File: src/rtl/jesd204b_dl_tx.sv
// JESD204B per-lane data link transmitter.
// Emits CGS /K/ while the receiver requests sync, then the ILAS, then user data
// with end-of-frame alignment character replacement. Four octets per clock;
// octet 0 (bits [7:0]) is earliest in time. Every output is registered, and the
// registers describe the word currently on `out`.
module jesd204b_dl_tx #(
    parameter int unsigned LANE_DATA_WIDTH = 32,
    parameter int unsigned OCTETS_PER_FR   = 5,
    parameter int unsigned FRAMES_PER_MF   = 4,
    parameter int unsigned ILAS_MF         = 4
) (
    input  logic                       clk,
    input  logic                       reset,
    input  logic                       sync_request,
    input  logic                       LMFC,
    input  logic                       scramble_enable,
    input  logic [111:0]               cfg,
    input  logic [LANE_DATA_WIDTH-1:0] in,
    output logic                       in_ready,
    output logic [LANE_DATA_WIDTH-1:0] out,
    output logic [3:0]                 charisk,
    output logic [3:0]                 eof
);

    localparam int unsigned FK   = OCTETS_PER_FR * FRAMES_PER_MF;
    localparam int unsigned OC_W = (FK > 1) ? $clog2(FK) : 1;
    localparam int unsigned MF_W = $clog2(ILAS_MF + 1);

    localparam logic [OC_W-1:0] OC_LAST = OC_W'(FK - 4);
    localparam logic [OC_W-1:0] OC_STEP = OC_W'(4);
    localparam logic [MF_W-1:0] MF_LAST = MF_W'(ILAS_MF - 1);
    localparam logic [MF_W-1:0] MF_CFG  = MF_W'(1);

    localparam logic [7:0] K_CHAR = 8'hBC;
    localparam logic [7:0] R_CHAR = 8'h1C;
    localparam logic [7:0] A_CHAR = 8'h7C;
    localparam logic [7:0] Q_CHAR = 8'h9C;
    localparam logic [7:0] F_CHAR = 8'hFC;

    typedef enum logic [1:0] {
        StCgs,
        StCgsWait,
        StIlas,
        StData
    } state_e;

    state_e state_q, state_d;

    logic [OC_W-1:0]            oc_q, oc_d;
    logic [MF_W-1:0]            mf_q, mf_d;
    logic [7:0]                 prev_q, prev_d;
    logic [LANE_DATA_WIDTH-1:0] out_q, out_d;
    logic [3:0]                 charisk_q, charisk_d;
    logic [3:0]                 eof_q, eof_d;
    logic                       in_ready_q, in_ready_d;

    // Per-octet scratch for the word builder.
    int unsigned idx_w;
    logic [7:0]  prev_w;
    logic [7:0]  oct_w;
    logic [7:0]  char_w;
    logic        k_w;
    logic        is_eof_w;
    logic        is_eomf_w;
    logic [6:0]  cfg_sel_w;

    // Next state, octet counter and ILAS multiframe counter.
    always_comb begin
        state_d = state_q;
        oc_d    = (oc_q == OC_LAST) ? '0 : oc_q + OC_STEP;
        mf_d    = mf_q;

        unique case (state_q)
            StCgs: begin
                if (!sync_request) begin
                    state_d = StCgsWait;
                end
            end
            StCgsWait: begin
                if (LMFC && !sync_request) begin
                    state_d = StIlas;
                    oc_d    = '0;
                    mf_d    = '0;
                end
            end
            StIlas: begin
                if (oc_q == OC_LAST) begin
                    if (mf_q == MF_LAST) begin
                        state_d = StData;
                    end else begin
                        mf_d = mf_q + MF_W'(1);
                    end
                end
            end
            StData: begin
            end
        endcase

        // Sync request overrides everything and holds the link in CGS.
        if (sync_request) begin
            state_d = StCgs;
        end

        // Ready one cycle ahead: the word loaded after next is user data.
        in_ready_d = (state_d == StData) ||
                     ((state_d == StIlas) && (oc_d == OC_LAST) && (mf_d == MF_LAST));
    end

    // Build the word loaded at the next edge from the next state and octet index.
    always_comb begin
        out_d     = '0;
        charisk_d = '0;
        eof_d     = '0;
        idx_w     = '0;
        oct_w     = '0;
        char_w    = K_CHAR;
        k_w       = 1'b1;
        is_eof_w  = 1'b0;
        is_eomf_w = 1'b0;
        cfg_sel_w = '0;
        // Comparison history restarts with every entry into DATA.
        prev_w    = (state_q == StData) ? prev_q : 8'h00;

        for (int i = 0; i < 4; i++) begin
            idx_w     = 32'(oc_d) + 32'(i);
            oct_w     = in[8*i +: 8];
            is_eof_w  = (idx_w % OCTETS_PER_FR) == (OCTETS_PER_FR - 1);
            is_eomf_w = idx_w == (FK - 1);
            cfg_sel_w = 7'((idx_w - 2) * 8);
            char_w    = K_CHAR;
            k_w       = 1'b1;

            unique case (state_d)
                StCgs, StCgsWait: begin
                end
                StIlas: begin
                    if (idx_w == 0) begin
                        char_w = R_CHAR;
                    end else if (is_eomf_w) begin
                        char_w = A_CHAR;
                    end else if ((mf_d == MF_CFG) && (idx_w == 1)) begin
                        char_w = Q_CHAR;
                    end else if ((mf_d == MF_CFG) && (idx_w >= 2) && (idx_w <= 15)) begin
                        char_w = cfg[cfg_sel_w +: 8];
                        k_w    = 1'b0;
                    end else begin
                        char_w = idx_w[7:0];
                        k_w    = 1'b0;
                    end
                end
                StData: begin
                    char_w = oct_w;
                    k_w    = 1'b0;
                    if (is_eof_w) begin
                        if (scramble_enable) begin
                            if ((is_eomf_w && (oct_w == A_CHAR)) ||
                                (!is_eomf_w && (oct_w == F_CHAR))) begin
                                k_w = 1'b1;
                            end
                        end else if (oct_w == prev_w) begin
                            char_w = is_eomf_w ? A_CHAR : F_CHAR;
                            k_w    = 1'b1;
                        end
                        // History tracks the original octet, not the substitute.
                        prev_w = oct_w;
                    end
                end
            endcase

            out_d[8*i +: 8] = char_w;
            charisk_d[i]    = k_w;
            eof_d[i]        = is_eof_w;
        end

        prev_d = (state_d == StData) ? prev_w : 8'h00;
    end

    // State and output registers.
    always_ff @(posedge clk or negedge reset) begin
        if (!reset) begin
            state_q    <= StCgs;
            oc_q       <= '0;
            mf_q       <= '0;
            prev_q     <= 8'h00;
            out_q      <= {(LANE_DATA_WIDTH / 8){K_CHAR}};
            charisk_q  <= 4'hF;
            eof_q      <= 4'h0;
            in_ready_q <= 1'b0;
        end else begin
            state_q    <= state_d;
            oc_q       <= oc_d;
            mf_q       <= mf_d;
            prev_q     <= prev_d;
            out_q      <= out_d;
            charisk_q  <= charisk_d;
            eof_q      <= eof_d;
            in_ready_q <= in_ready_d;
        end
    end

    assign out      = out_q;
    assign charisk  = charisk_q;
    assign eof      = eof_q;
    assign in_ready = in_ready_q;

endmodule

File: config.mk
export PLATFORM = sky130hd
export DESIGN_NAME = jesd204b_dl_tx
export DESIGN_NICKNAME = d
export VERILOG_FILES = /design/src/rtl/jesd204b_dl_tx.sv
export SDC_FILE = /design/constraint.sdc
export NUM_CORES = 1
export LEC_CHECK = 0
export CAP_MARGIN = 20
export CORE_ASPECT_RATIO = 1.2
export CORE_MARGIN = 8
export CORE_UTILIZATION = 35
export CTS_BUF_LIST = sky130_fd_sc_hd__clkbuf_4 sky130_fd_sc_hd__clkbuf_8
export DETAILED_ROUTE_END_ITERATION = 7
export SLEW_MARGIN = 15
export SYNTH_ARGS = -nofsm -noshare
export SYNTH_HDL_FRONTEND = slang
export SYNTH_SLANG_ARGS = --single-unit
export TNS_END_PERCENT = 100
File: constraint.sdc
create_clock -name clk -period 9.2 [get_ports clk]
set_clock_uncertainty 0.15 [all_clocks]
set_input_delay 1.84 -clock clk [delete_from_list [all_inputs] [get_ports clk]]
set_output_delay 1.84 -clock clk [all_outputs]
set_load 0.01 [all_outputs]
==> results of run 1 <==
[layer usage]
layer / up-vias / wire length [um]
met4: 0 / 1360
met3: 80 / 3170
met5: - / 0
met2: 639 / 24000
li1: 6270 / -
met1: 6506 / 21300
[flip-flops by register name, summed over array words and instances (netlist names)]
signal	cells
eof	4
out	32
prev_q	8
in_ready	1
mf_q	3
charisk	4
oc_q	5
state_q	2
[layout make-up]
| class | instances | share of cell area, % |
|---|---|---|
| Clock inverter | 4 | 0.502 |
| Sequential cell | 59 | 10.4 |
| Multi-Input combinational cell | 1346 | 65.3 |
| Clock buffer | 12 | 1.10 |
| Inverter | 60 | 1.61 |
| Tap cell | 407 | 3.52 |
| Timing Repair Buffer | 274 | 17.6 |
[kinds of logic (layout without fill, tap and decap cells)]
| kind of cell | Yosys count | count (layout) | synth area share (%) |
|---|---|---|---|
| simple gates | 675 | 675 | 28.8 |
| buf+inv | 170 | 350 | 6.37 |
| flops | 59 | 59 | 13.2 |
| mux | 126 | 126 | 14.0 |
| fa+ha+maj | 49 | 49 | 5.37 |
| xor+xnor | 42 | 42 | 3.29 |
| compound gates | 454 | 454 | 29.1 |
[critical path: cells and delay by family]
kind,cells,cell delay [ps]
adder cells (fa/ha/maj),5,1080
XOR/XNOR,1,130
buffers and inverters,5,980
AO/OA/AOI/OAI,13,2380
multiplexers,1,340
AND/OR/NAND/NOR,10,2260
[power breakdown]
part | switching [mW] | internal [mW]
combinational | 2.82 | 1.73
clock | 0.113 | 0.170
sequential | 0.0276 | 0.313
[layout by cell type, fill, tap and decap left out, types with 38 or more instances in the layout]
master                            count
sky130_fd_sc_hd__nand2_1            275
sky130_fd_sc_hd__clkdlybuf4s50_1    188
sky130_fd_sc_hd__nand3_1            114
sky130_fd_sc_hd__mux2i_1             93
sky130_fd_sc_hd__a21oi_1             90
sky130_fd_sc_hd__buf_4               83
sky130_fd_sc_hd__nor2_1              82
sky130_fd_sc_hd__o21ai_0             67
sky130_fd_sc_hd__inv_1               50
sky130_fd_sc_hd__nor3_1              46
sky130_fd_sc_hd__ha_1                41
sky130_fd_sc_hd__a211oi_1            38
[through the flow]
step | util (%) | setup slack [ps] | cells | setup TNS, ps | hold slack (ps)
after detailed placement | 43.8 | -12.1 | 2134 | -15.2 | 373
after CTS | 44.5 | 301 | 2150 | 0 | 390
final | 45.0 | 286 | 2162 | 0 | 385
after global placement | 43.8 | 150 | 2134 | 0 | 381
after global routing | 45.0 | -13.8 | 2162 | -15.2 | 417
after floorplan | - | -76.8 | 1575 | -297 | 329
[how the worst max path moves through the flow]
stage	startpoint	endpoint	cells after the start
after floorplan	sync_request	out[24]$_DFF_PN0_	39
after global placement	sync_request	out[26]$_DFF_PN1_	34
after detailed placement	sync_request	out[27]$_DFF_PN1_	34
after CTS	sync_request	out[27]$_DFF_PN1_	34
after global routing	sync_request	out[29]$_DFF_PN1_	36
final	sync_request	out[29]$_DFF_PN1_	35
[timing repair]
item                       CTS  global route
hold endpoints to repair     0             0
setup buffers                0            12
setup endpoints to repair    0             7
resized for setup            0             8
==> summary by stage, run 1 <==
Logic synthesis
In this run the cell area of the synthesized design comes to 11,400 um^2. After synthesis, the most frequently instantiated cells are sky130_fd_sc_hd__nand2_1, sky130_fd_sc_hd__nand3_1, sky130_fd_sc_hd__mux2i_1. The fraction of post-synthesis cell area in the top cell type by area is just over 9%. The net count after synthesis is approximately 1,800. The count of distinct cell types in the synthesized netlist is 116. The yosys synthesis warning count is 0. The library cell with the largest summed area after synthesis is sky130_fd_sc_hd__nand2_1.

For this run, the leading register cell type out of synthesis is sky130_fd_sc_hd__dfrtp_1. The share of synthesized registers carrying an async set or reset is 100%. By area the synthesized netlist is led by sky130_fd_sc_hd__nand2_1, sky130_fd_sc_hd__mux2i_1, sky130_fd_sc_hd__dfrtp_1. The mean area per synthesized cell is ~7.2 um^2. The post-synthesis sequential area ratio is around an eighth. The cell with the most instances after synthesis is sky130_fd_sc_hd__nand2_1. In the synthesized netlist, the number of instances is between 1,500 and 2,000. Yosys mapped a number of flops with a built-in enable equal to 0. The count of state elements after synthesis is ~60.

Die
The floorplan die area is 38,700 um^2. The initial utilization of the core area, before any placement, comes to between 30% and 40%. The core area is about 32,000 um^2. In this run the count of I/O pins placed on the die edge is 190. The y dimension of the die is 214 um. The floorplan has slightly above 70 rows.

The die is between 150 and 200 um wide.

Setup path
The worst setup path is of the in -> reg kind. The arrival time at the worst endpoint is roughly 9000 ps. The cell seen most often among critical-path stages is sky130_fd_sc_hd__a31oi_4. The launching element type of the critical path is a primary input. Data on the critical path is required at its endpoint by approximately 9300 ps.

The reg-to-reg critical path startpoint is oc_q[2]$_DFF_PN0_. The largest incremental delay on the critical path is 550 ps. The endpoint of the most critical register-to-register path is out[29]$_DFF_PN1_.

The kind of end point of the critical path is a flop. The biggest fanout along the worst timing path is 8. The critical path's slowest cell is sky130_fd_sc_hd__or4_4. The register-to-register path setup slack is about 1100 ps.

The cell depth of the worst flop-to-flop path is 33.

Final layout
Once layout is done, the placed cells without fillers occupy 14,500 um^2. Registers take around 1500 um^2. Summing all multi-input logic gate instances after layout gives 9450 um^2. The fraction of final layout cells sized beyond drive strength 1 is 14.4%.

0 antenna diodes ended up in the layout. The number of filler instances in the final layout is 3,210. Compared with the post-synthesis result, the final layout area differs by 26.8%. At the end of the flow, the number of nets in the layout was about 1,900.

Global route
The number of global-route vias before repair is between 10,000 and 15,000. Entering global routing, the biggest net connects 60 pins. The global routing stage identified its most utilized layer as met2. Global routing consumed, on the met3 layer, ~2.7% of the routing resources. In the global route stage, met1 resource usage came out at 31.8%. The number of antenna violations at the first check in global routing is 0.

The total global-route track usage is ~25%. The first global-routing pass estimated between 70,000 and 80,000 um of wire. The leftover overflow at the end of global routing is 0.

The met2 global-route usage is 42.7%.

Job
The tool flagged a number of max-cap violations equal to 0.

Route
The number of design-rule violations left by the first detailed-router iteration is roughly 1,300. The routed wirelength normalized by instance count is ~23 um. Before antenna repair, the detailed router went through 5 iterations. The count of nets left with antenna violations once routing finished came out at 0. After detailed routing, the number of remaining DRC violations is 0.

For this block, the routed nets add up to about 50,000 um of wire. The via total after detailed routing is approximately 13,000. The via-per-instance ratio is 6.24.

STA
The number of hold violations in the final report came to 0. The count of final max-slew check failures is 0. The final count of negative-setup-slack endpoints is 0. Headroom to the max-slew limit came out at 27.7%. Timing would allow up to roughly 110 MHz. In the finished design, the share of the clock period the worst path needs comes to a little over nine tenths.

For the finished layout, the period the worst path requires is around 9000 ps. The worst-margin pin slew is 1090 ps.

Clock network
The H-tree was split into 3 levels. The total clock sinks is between 50 and 60. TritonCTS built the clock tree. In this run, CTS created clock tree buffers numbering 9. The number of hold buffers added after CTS was 0. The clock-pin slew on the worst setup and hold paths is roughly 70 ps. The clock insertion delay at the later pin of the skew report is between 300 and 400 ps. The tree is rooted in a sky130_fd_sc_hd__clkbuf_8. The maximum count of clock buffers along a single path is 2.

Placement
Detailed placement ended at an HPWL of around 39,000 um. Routability-driven placement finished with a final weighted congestion of 0.949. The post-place instance area is about 14,000 um^2. The port buffer count is roughly 190.

Power
The static leakage is between 5 and 6 nW. The worst-case IR drop observed on VDD is 0.161 mV. For this design the ratio of total power to cell area is roughly 360 nW/um^2. The sum of internal, switching and leakage power is around 5.2 mW.

Hold path
For hold timing, the worst endpoint is mf_q[2]$_DFF_PN0_. The path class of the tightest hold or removal check is reg -> reg. In this run the most critical hold path is launched from mf_q[2]$_DFF_PN0_.

The hold path depth is 2.

Run status
The flow ran to the end, and the final reports show no timing, DRC or antenna violations.
Power figures use the tool's default switching activity.
==> run 2, diff against run 1 <==
--- a/config.mk
+++ b/config.mk
@@ -6,7 +6,6 @@
 export NUM_CORES = 1
 export LEC_CHECK = 0
 export CAP_MARGIN = 20
-export CORE_ASPECT_RATIO = 1.2
 export CORE_MARGIN = 8
 export CORE_UTILIZATION = 35
 export CTS_BUF_LIST = sky130_fd_sc_hd__clkbuf_4 sky130_fd_sc_hd__clkbuf_8
==> run 2 against run 1 <==
Wire length shrank 0.61%. Cell area shrank 0.46%. Register-to-register slack gained 100 ps. Die area is essentially flat. Largest cell class unchanged. Combinational power is essentially flat. Via count grew 0.42%. Sequential cell count is the same. First-iteration DRC count grew 25%.
==> summary by stage, run 2 (same netlist as run 1, synthesis figures left out) <==
Run status
Run status: complete, no violations (unchanged).

Power
The proportion of power drawn by combinational gates was 88.5% (was 87.9%). The cell-internal power is 2.15 mW (was 2.21 mW). The power density of the placed cells is 355 nW/um^2 (was 357 nW/um^2). The sequential share of power is 6.6% (about the same).

The switching share of power came to 58.0% (was 57.3%). The part of the total power dissipated in the clock network is 4.9% (was 5.5%). The switching power total came to 2.97 mW (was 2.96 mW). The peak supply drop was 0.145 mV (was 0.161 mV). The static leakage is 5.78 nW (was 5.85 nW).

Setup path
The cell type group with the largest total delay on the critical path is compound AO/OA/AOI/OAI gates (unchanged). The kind of end point of the critical path is a flop (unchanged). The launching element type of the critical path is a primary input (unchanged). The worst path required time is 9330 ps (about the same). The kind of critical path was in -> reg (unchanged). The arrival time at the worst endpoint is 9140 ps (was 9040 ps).

The buffering stage count on the worst path with inverters included is 4 (was 5). The critical path's slowest cell is sky130_fd_sc_hd__or4_1 (was sky130_fd_sc_hd__or4_4). The biggest fanout along the worst timing path was 7 (was 8). The largest incremental delay on the critical path was 520 ps (was 550 ps).

Global route
The wire length of the first global-routing pass is 75,500 um (was 76,600 um). The number of global-route vias before repair is 12,783 (was 13,215). The total global-route track usage is 24.4% (was 24.7%). The number of antenna violations at the first check in global routing was 0 (unchanged). The leftover overflow at the end of global routing was 0 (unchanged). The largest net degree at the start of global routing is 75 (was 60).

STA
The final critical path time including I/O delays and setup is 9010 ps (was 8910 ps). The final count of negative-setup-slack endpoints came to 0 (unchanged). The count of final max-slew check failures is 0 (unchanged).

The maximum frequency from static timing analysis is 111 MHz (was 112 MHz). The share of the cycle needed by the critical path after routing is 98.0% (was 96.9%). The worst-margin pin slew is 1060 ps (was 1090 ps). The number of hold violations in the final report is 0 (unchanged). The worst hold slack is 403 ps (was 385 ps). The relative slew slack was 29.0% (was 27.7%). The sum of negative setup slack is 0 ps (unchanged).

Die
The top-level port count came to 190 (unchanged). The core area is 32,300 um^2 (was 32,200 um^2). The floorplan die area is 38,600 um^2 (was 38,700 um^2). The starting density of the core came to 35.4% (was 35.5%). The floorplan row count is 66 (was 72). The y dimension of the die came to 197 um (was 214 um). The horizontal extent of the die is 197 um (was 181 um).

Clock network
The TritonCTS clock tree is built (unchanged). The H-tree depth was 3 (unchanged). The clock-pin slew on the worst setup and hold paths is 90 ps (was 70 ps).

The number of CTS-inserted buffers is 9 (unchanged). The maximum count of clock buffers along a single path is 2 (unchanged). The total clock sinks is 59 (unchanged).

The hold-fix buffer count after cts came to 0 (unchanged). The clock insertion delay at the later pin of the skew report was 370 ps (was 350 ps). The root buffer selected by CTS is sky130_fd_sc_hd__clkbuf_8 (unchanged).

Route
The first-pass detailed-route iteration total is 6 (was 5). The detailed-routed wire length on met2 was 22,500 um (was 24,000 um). The number of design-rule violations left by the first detailed-router iteration is 1,598 (was 1,274). The number of nets with antenna violations after detailed routing was 0 (unchanged).

The met1 wire length was 22,200 um (was 21,300 um). The via-per-instance ratio came to 6.19 (was 6.24). The top layer reached by signal wires is met4 (unchanged). The via total after detailed routing came to 13,552 (was 13,495). The routed wirelength normalized by instance count was 22.6 um (was 23.1 um). The routed wire length on met3 is 3640 um (was 3170 um). The total wirelength of the detailed-routed design came to 49,600 um (was 49,900 um). The number of remaining DRC errors is 0 (unchanged).

Final layout
The area growth from synthesis to layout was 26.2% (was 26.8%). The fraction of final layout cells sized beyond drive strength 1 is 14.0% (was 14.4%). The flip-flop count of the largest register after layout came to 32 (unchanged). The number of diodes added for antenna fixing is 0 (unchanged). The sequential cell area is 1510 um^2 (unchanged).

The total area of multi-input combinational cells came to 9430 um^2 (was 9450 um^2). The core occupancy in the finished layout is 44.6% (was 45.0%). Most used cells in the layout excluding fill and tap cells: sky130_fd_sc_hd__nand2_1, sky130_fd_sc_hd__clkdlybuf4s50_1, sky130_fd_sc_hd__nand3_1, sky130_fd_sc_hd__mux2i_1, sky130_fd_sc_hd__a21oi_1 (unchanged). The leading cell type in the layout, fill and taps excluded was sky130_fd_sc_hd__nand2_1 (unchanged). The number of nets in the layout is 1,942 (was 1,948). The count of non-filler cells in the finished layout is 2,191 (was 2,162). The area of all placed cells without fillers is 14,400 um^2 (was 14,500 um^2). The number of filler instances in the final layout is 3,267 (was 3,210).

Placement
The post-detailed-placement half-perimeter wirelength was 38,500 um (was 38,800 um). The global placement routability congestion is 0.930 (was 0.949). The port buffer count is 189 (unchanged). The instance count after placement with tap cells included is 2,166 (was 2,134). The post-place instance area is 14,100 um^2 (about the same).

Hold path
The class of the most critical hold timing path is reg -> reg (unchanged).

Job
The max-capacitance violation count is 0 (unchanged).
run 2: cell types whose count changed in the layout (fill, tap and decap cells not counted), sizes merged:
cell    previous run  this run
buf               86        80
clkbuf            12        10
clkinv             2         4
bufinv             2         1
inv               59        60
run 2: final timing paths:
kind                                   start                  end  slack [ps]  cells after the start
min in group asynchronous              reset  prev_q[2]$_DFF_PN0_        1480                      2
hold reg to reg            mf_q[2]$_DFF_PN0_    mf_q[2]$_DFF_PN0_         400                      2
setup / recovery                        LMFC    out[27]$_DFF_PN1_         190                     32
setup reg to reg           oc_q[0]$_DFF_PN0_    out[27]$_DFF_PN1_        1220                     31
max in group asynchronous              reset    out[24]$_DFF_PN0_        6880                      2
hold / removal             mf_q[2]$_DFF_PN0_    mf_q[2]$_DFF_PN0_         400                      2
run 2: layer usage:
metal  track usage [%]  vias up
met5                 0        -
met4              6.46        0
met3              3.21       94
met2              39.3      698
met1              33.8     6502
li1                  -     6258
run 2: per-stage QoR:
step / setup WS (ps) / power [mW]
finish: 187 / 5.12
floorplan: -76.8 / 3.47
global placement: 82.9 / 4.71
CTS: 229 / 4.98
global route: -55.9 / 5.49
detailed placement: -97.0 / 4.71
run 2: what timing repair did:
item | 4_1_cts | 5_1_grt
setup buffers | 0 | 9
setup endpoints to repair | 0 | 10
resized for setup | 0 | 8
run 2: tightest hold or removal path: stages, from the launching register on:
cell,delay [ps]
sky130_fd_sc_hd__dfrtp_1,350
sky130_fd_sc_hd__o21ai_0,110
sky130_fd_sc_hd__inv_1,70
run 2: final cells by class:
| cell class | count | share of cell area (%) |
|---|---|---|
| Multi-Input combinational cell | 1346 | 65.5 |
| Timing Repair Buffer | 268 | 17.2 |
| Sequential cell | 59 | 10.5 |
| Tap cell | 442 | 3.84 |
| Clock buffer | 10 | 0.912 |
| Clock inverter | 6 | 0.452 |
| Inverter | 60 | 1.62 |
run 2: power groups by stage:
stage | sequential [mW] | clock [mW] | combinational (mW)
6_report | 0.337 | 0.252 | 4.53
2_1_floorplan | 0.347 | 0 | 3.12
5_1_grt | 0.341 | 0.264 | 4.89
3_3_place_gp | 0.342 | 0 | 4.37
3_5_place_dp | 0.342 | 0 | 4.37
4_1_cts | 0.337 | 0.253 | 4.39
